## config.mk

```make
export PLATFORM = sky130hd
export DESIGN_NAME = alu_flat
export DESIGN_NICKNAME = d
export VERILOG_FILES = /design/src/rtl/alu_pkg.sv /design/src/rtl/alu_if.sv /design/src/rtl/alu.sv /design/src/flat_wrapper.sv
export SDC_FILE = /design/constraint.sdc
export NUM_CORES = 1
export LEC_CHECK = 0
export CORE_ASPECT_RATIO = 0.75
export CORE_UTILIZATION = 61
export CTS_CLUSTER_SIZE = 10
export DETAILED_ROUTE_END_ITERATION = 7
export GPL_ROUTABILITY_DRIVEN = 0
export PLACE_DENSITY_LB_ADDON = 0.25
export RECOVER_POWER = 100
export SETUP_SLACK_MARGIN = 0.15
export SLEW_MARGIN = 20
export SYNTH_ARGS = -nofsm -noshare
export SYNTH_HDL_FRONTEND = slang
export SYNTH_SLANG_ARGS = --single-unit
```

## constraint.sdc

```tcl
create_clock -name clk -period 11.24 [get_ports clk]
set_input_delay 2.248 -clock clk [delete_from_list [all_inputs] [get_ports clk]]
set_output_delay 2.248 -clock clk [all_outputs]
set_load 0.005 [all_outputs]
```

## src/rtl/alu_pkg.sv

```systemverilog
// Shared core constants for the integer execute units: widths, opcode and
// funct fields, plus the I/S immediate sign-extension helper.
package alu_pkg;

    localparam int XLEN   = 32;
    localparam int PREG_W = 6;

    localparam logic [6:0] OP_IMM   = 7'b0010011;
    localparam logic [6:0] OP_REG   = 7'b0110011;
    localparam logic [6:0] OP_LOAD  = 7'b0000011;
    localparam logic [6:0] OP_STORE = 7'b0100011;

    localparam logic [2:0] F3_ADD = 3'b000;
    localparam logic [2:0] F3_XOR = 3'b100;
    localparam logic [2:0] F3_SR  = 3'b101;
    localparam logic [2:0] F3_AND = 3'b111;

    localparam logic [6:0] F7_BASE = 7'b0000000;
    localparam logic [6:0] F7_ALT  = 7'b0100000;

    // Dispatch delivers the 12-bit immediate zero-extended; restore its sign.
    function automatic logic [XLEN-1:0] sext_imm12(input logic [11:0] imm);
        return {{(XLEN-12){imm[11]}}, imm};
    endfunction

endpackage

```

## src/rtl/alu_if.sv

```systemverilog
// Issue/result bundle between a reservation station and one ALU unit.
// valid_i qualifies the issue fields for one cycle; result_valid_o qualifies
// the result fields for one cycle. There is no ready: the unit always accepts.
interface alu_if;
    import alu_pkg::*;

    logic              valid_i;
    logic [6:0]        opcode_i;
    logic [2:0]        func3_i;
    logic [6:0]        func7_i;
    logic [XLEN-1:0]   src1_i;
    logic [XLEN-1:0]   src2_i;
    logic [PREG_W-1:0] dest_i;
    logic [XLEN-1:0]   result_o;
    logic [PREG_W-1:0] result_dest_o;
    logic              result_valid_o;

    modport master (
        output valid_i, opcode_i, func3_i, func7_i, src1_i, src2_i, dest_i,
        input  result_o, result_dest_o, result_valid_o
    );

    modport slave (
        input  valid_i, opcode_i, func3_i, func7_i, src1_i, src2_i, dest_i,
        output result_o, result_dest_o, result_valid_o
    );

endinterface

```

## src/rtl/alu.sv

```systemverilog
// Single-cycle integer execute unit: combinational decode/compute feeding one
// output register stage that carries the result and its destination tag.
module alu
    import alu_pkg::*;
(
    input  logic clk,
    input  logic rst,
    alu_if.slave bus
);

    logic [XLEN-1:0]   imm;
    logic [XLEN-1:0]   result_d;
    logic [XLEN-1:0]   result_q;
    logic [PREG_W-1:0] dest_q;
    logic              valid_q;

    assign imm = sext_imm12(bus.src2_i[11:0]);

    always_comb begin
        result_d = '0;
        unique case (bus.opcode_i)
            OP_IMM: begin
                if (bus.func3_i == F3_ADD) begin
                    result_d = bus.src1_i + imm;
                end else if (bus.func3_i == F3_AND) begin
                    result_d = bus.src1_i & imm;
                end
            end
            OP_REG: begin
                if (bus.func3_i == F3_ADD && bus.func7_i == F7_BASE) begin
                    result_d = bus.src1_i + bus.src2_i;
                end else if (bus.func3_i == F3_ADD && bus.func7_i == F7_ALT) begin
                    result_d = bus.src1_i - bus.src2_i;
                end else if (bus.func3_i == F3_XOR) begin
                    result_d = bus.src1_i ^ bus.src2_i;
                end else if (bus.func3_i == F3_SR && bus.func7_i == F7_ALT) begin
                    result_d = $unsigned($signed(bus.src1_i) >>> bus.src2_i[4:0]);
                end
            end
            // Loads and stores only need the effective address from this unit.
            OP_LOAD, OP_STORE: begin
                result_d = bus.src1_i + imm;
            end
            default: begin
                result_d = '0;
            end
        endcase
    end

    // Idle cycles drop valid but keep the last result and tag on the bus.
    always_ff @(posedge clk) begin
        if (rst) begin
            result_q <= '0;
            dest_q   <= '0;
            valid_q  <= 1'b0;
        end else begin
            valid_q <= bus.valid_i;
            if (bus.valid_i) begin
                result_q <= result_d;
                dest_q   <= bus.dest_i;
            end
        end
    end

    assign bus.result_o       = result_q;
    assign bus.result_dest_o  = dest_q;
    assign bus.result_valid_o = valid_q;

endmodule

```

## src/flat_wrapper.sv

```systemverilog
// flat-port wrapper written by rule: the top's interface ports become plain ports
module alu_flat import alu_pkg::*;
  (clk, rst, bus_valid_i, bus_opcode_i, bus_func3_i, bus_func7_i, bus_src1_i, bus_src2_i, bus_dest_i, bus_result_o, bus_result_dest_o, bus_result_valid_o);
  alu_if bus_i ();
  input  logic clk;
  input  logic rst;
  input wire logic [$bits(bus_i.valid_i)-1:0] bus_valid_i;
  input wire logic [$bits(bus_i.opcode_i)-1:0] bus_opcode_i;
  input wire logic [$bits(bus_i.func3_i)-1:0] bus_func3_i;
  input wire logic [$bits(bus_i.func7_i)-1:0] bus_func7_i;
  input wire logic [$bits(bus_i.src1_i)-1:0] bus_src1_i;
  input wire logic [$bits(bus_i.src2_i)-1:0] bus_src2_i;
  input wire logic [$bits(bus_i.dest_i)-1:0] bus_dest_i;
  output wire logic [$bits(bus_i.result_o)-1:0] bus_result_o;
  output wire logic [$bits(bus_i.result_dest_o)-1:0] bus_result_dest_o;
  output wire logic [$bits(bus_i.result_valid_o)-1:0] bus_result_valid_o;
  assign bus_i.valid_i = bus_valid_i;
  assign bus_i.opcode_i = bus_opcode_i;
  assign bus_i.func3_i = bus_func3_i;
  assign bus_i.func7_i = bus_func7_i;
  assign bus_i.src1_i = bus_src1_i;
  assign bus_i.src2_i = bus_src2_i;
  assign bus_i.dest_i = bus_dest_i;
  assign bus_result_o = bus_i.result_o;
  assign bus_result_dest_o = bus_i.result_dest_o;
  assign bus_result_valid_o = bus_i.result_valid_o;
  alu u_core (.clk(clk), .rst(rst), .bus(bus_i));
endmodule
```

==> results.toml <==
[timing]
fin_tns_setup_ns = 0
worst_slew_pin_slew_ns = 1.052
finClkSkew_ns = 0
slew_headroom_pct = 29.64
whs_ns = 0.4423
setup_violations = 0
finalHoldViolCount = 0
post-route-min-period_ns = 8.005
rsz0062_at_grt = "no"
final.period_utilization_pct = 71.22
slew_violations = 0
fmax_ghz = 0.1249

[pwr]
comb_power_share_pct = 60.2
leakage_nw = 4.119
power.density_mw_per_mm2 = 71.86
clockPowerShare_pct = 19.9
seqPwrFrac_pct = 20.0
p_switching_uw = 317.2
switching_share_pct = 44.47
cell_internal_pwr_uw = 396.1
peakVddDrop_mv = 0.04949

[global_route]
grt_pass1_vias = 9191
overflow = 0
antenna_found_initial = 0
grt_use_total_pct = 43.22
grt_max_degree = 42
grt_pass1_wl_mm = 49.51

[synthesis]
synthDistinctLibCells = 82
yosys.area.top_type = "ha_1"
ys_ff_latch = 39
synthesis.area_mm2 = 0.008544
yosys-top-cells-area = "ha_1, dfxtp_1, nand2_1, a21oi_1, o21ai_0"
avgSynthCellArea_um2 = 6.964
yosysSeqAreaShare_pct = 9.138
synthArstFlopShare_pct = 0
synth_top_area_share_pct = 12.15
synth-edff-count = 0
syn_inst = 1227
mappedNetlistNets = 1402
ys.flop_type = "dfxtp_1"
ys_warn_count = 0

[layout]
utilization_pct = 72.44
n_fill_cell = 1146
nNetsFinal = 1463
seq_area_um2 = 780.7
layout-drive-gt1-share_pct = 4.348
antenna_cells = 0
multi_input_area_mm2 = 0.007199
area_growth_pct = 16.18
final_cells = 1463
design_area_mm2 = 0.009927

[cts]
htreeDepth = 2
path_clk_slew_ns = 0.07
root_buffer = "clkbuf_16"
clk_path_buf_depth = 2
holdBufCountCts = 0
cts_tree = "built"
cts_buffers = 5
post_cts_buffers = 0
post_cts_resized = 0
cts.sink_count = 39
clk_latency_ns = 0.28

[critical_path]
slowest_stage = "dlygate4sd3_1"
rrSetupSlack_ns = 9.98
r2r-end = "u_core.bus.result_o[28]"
critPathCaptureType = "register"
critPathKind = "input port to register"
cp-start-kind = "input port"
cp.arrival_ns = 8.18
crit_path_end = "u_core.bus.result_o[30]"
crit_required_ns = 11.41
worstRegToRegCells = 4
r2r_start = "u_core.bus.result_o[28]"
crit_path_max_incr_delay_ns = 1.23
cp_max_fo = 33
startpoint = "bus_src2_i[2]"
crit_chain = "dlygate4sd3_1 -> clkinv_1 -> ha_1 -> nor2b_1 -> o221ai_1 -> a211oi_1 -> o211ai_1 -> o21ai_0 -> a41oi_1 -> o21ai_0 -> xnor2_1 -> o221ai_1 -> o2bb2ai_1"

[place]
placed_cells = 1456
dpl-instance-area_mm2 = 0.009779
io_buffer_count = 128
hpwlAfterDp_mm = 24.59

[floorplan]
core_mm2 = 0.01370
num_rows = 37
start_util_pct = 62.35
die-area_mm2 = 0.01449
io_pins = 129
die_y_um = 104.5
die_x_um = 138.7

[route]
first_pass_iters = 8
drtIter0Drc = 1802
vias_per_cell = 7.161
vias = 10480
wirelength_mm = 32.58
drc = 33
ant_nets = 0
routedWlPerCell_um = 22.27

[flow_run]
cap_violations = 0

[min_path]
hp-class = "register to register"

[status]
violations = "design-rule violations"
status = "finished with violations"
==> metal layers <==
layer | vias up | share of wire (%) | global-route usage [%]
met4 | 2 | 4.2 | 14.29
met1 | 4725 | 39 | 58.35
met5 | - | 0.17 | 3.509
met3 | 181 | 20 | 23.30
li1 | 4679 | - | -
met2 | 890 | 37 | 56.82
==> area by class of cell <==
class	count	area share (%)
multi-input cells	1041	72.52
inverters	64	2.420
clock inverters	1	0.05042
repair buffers	137	13.54
clock buffers	6	1.399
flip-flops and latches	39	7.865
well taps	175	2.206
==> synth_stat cells, types with 19 or more instances <==
cell type	instances
nor3_1	29
nor2_1	115
a211oi_1	19
clkbuf_1	64
ha_1	83
nand2_1	157
a21oi_1	102
inv_1	61
o21ai_0	96
dfxtp_1	39
a21o_1	22
mux2i_1	46
xnor2_1	30
==> how the worst min path moves through the flow <==
stage	startpoint	to	slack [ns]	cells after the start
6_report	u_core.bus.result_o[3]	u_core.bus.result_o[3]	0.44	2
5_1_grt	u_core.bus.result_o[12]	u_core.bus.result_o[12]	0.48	2
4_1_cts	u_core.bus.result_o[3]	u_core.bus.result_o[3]	0.46	2
3_5_place_dp	u_core.bus.result_o[3]	u_core.bus.result_o[3]	0.44	2
3_3_place_gp	u_core.bus.result_o[1]	u_core.bus.result_o[1]	0.43	2
2_1_floorplan	u_core.bus.result_o[0]	u_core.bus.result_o[0]	0.45	2
==> flip-flops by register name (all words and copies together), names as in the netlist <==
register                   count
u_core.bus.result_o           32
u_core.bus.result_dest_o       6
u_core.bus.result_valid_o      1
==> logic make-up after synthesis <==
kind of cell             Yosys count  synth area share [%]
AO/OA/AOI/OAI                    427                 33.70
AND/OR/NAND/NOR                  413                 22.14
buffers and inverters            147                 6.794
adder cells (fa/ha/maj)           85                 12.62
multiplexers                      69                 10.79
XOR/XNOR                          47                 4.818
flip-flops                        39                 9.138
==> per-stage QoR <==
| stage | total power, mW | setup WS [ns] |
|---|---|---|
| 6_report | 0.7133 | 3.235 |
| 5_1_grt | 0.7451 | 2.852 |
| 4_1_cts | 0.6912 | 3.699 |
| 3_5_place_dp | 0.5483 | 3.409 |
| 3_3_place_gp | 0.5426 | 3.637 |
| 2_1_floorplan | 0.4242 | 5.707 |
==> power groups by stage <==
stage          Clock, mW  Sequential (mW)  Combinational (mW)
4_1_cts            0.142            0.143               0.407
5_1_grt            0.148            0.143               0.455
3_3_place_gp           0            0.145               0.397
2_1_floorplan          0            0.146               0.278
6_report           0.142            0.142               0.429
3_5_place_dp           0            0.146               0.403
==> critical path: cells and delay by family <==
kind                     cells  cell delay, ns
adder cells (fa/ha/maj)      1            0.73
AO/OA/AOI/OAI                8            2.47
AND/OR/NAND/NOR              1            0.20
XOR/XNOR                     1            0.25
buffers and inverters        2            2.28
==> placed cells by master, fill, tap and decap left out, types with 10 or more instances in the layout <==
cell type / count
a31oi_1: 18
and3_1: 11
xor2_1: 17
o21ai_0: 97
a21oi_1: 102
o31ai_1: 11
nand2b_1: 14
nor4_1: 10
a211oi_1: 19
mux4_2: 18
nor2_1: 115
a222oi_1: 14
nor2b_1: 18
inv_1: 61
mux2i_1: 46
dlygate4sd3_1: 41
dfxtp_1: 39
nor3_1: 29
o221ai_1: 12
o21bai_1: 13
a21o_1: 22
ha_1: 83
xnor2_1: 30
clkdlybuf4s50_1: 86
nand3_1: 15
nand2_1: 157
o21a_1: 11
o22ai_1: 10
o211ai_1: 16
Power figures use the tool's default switching activity.
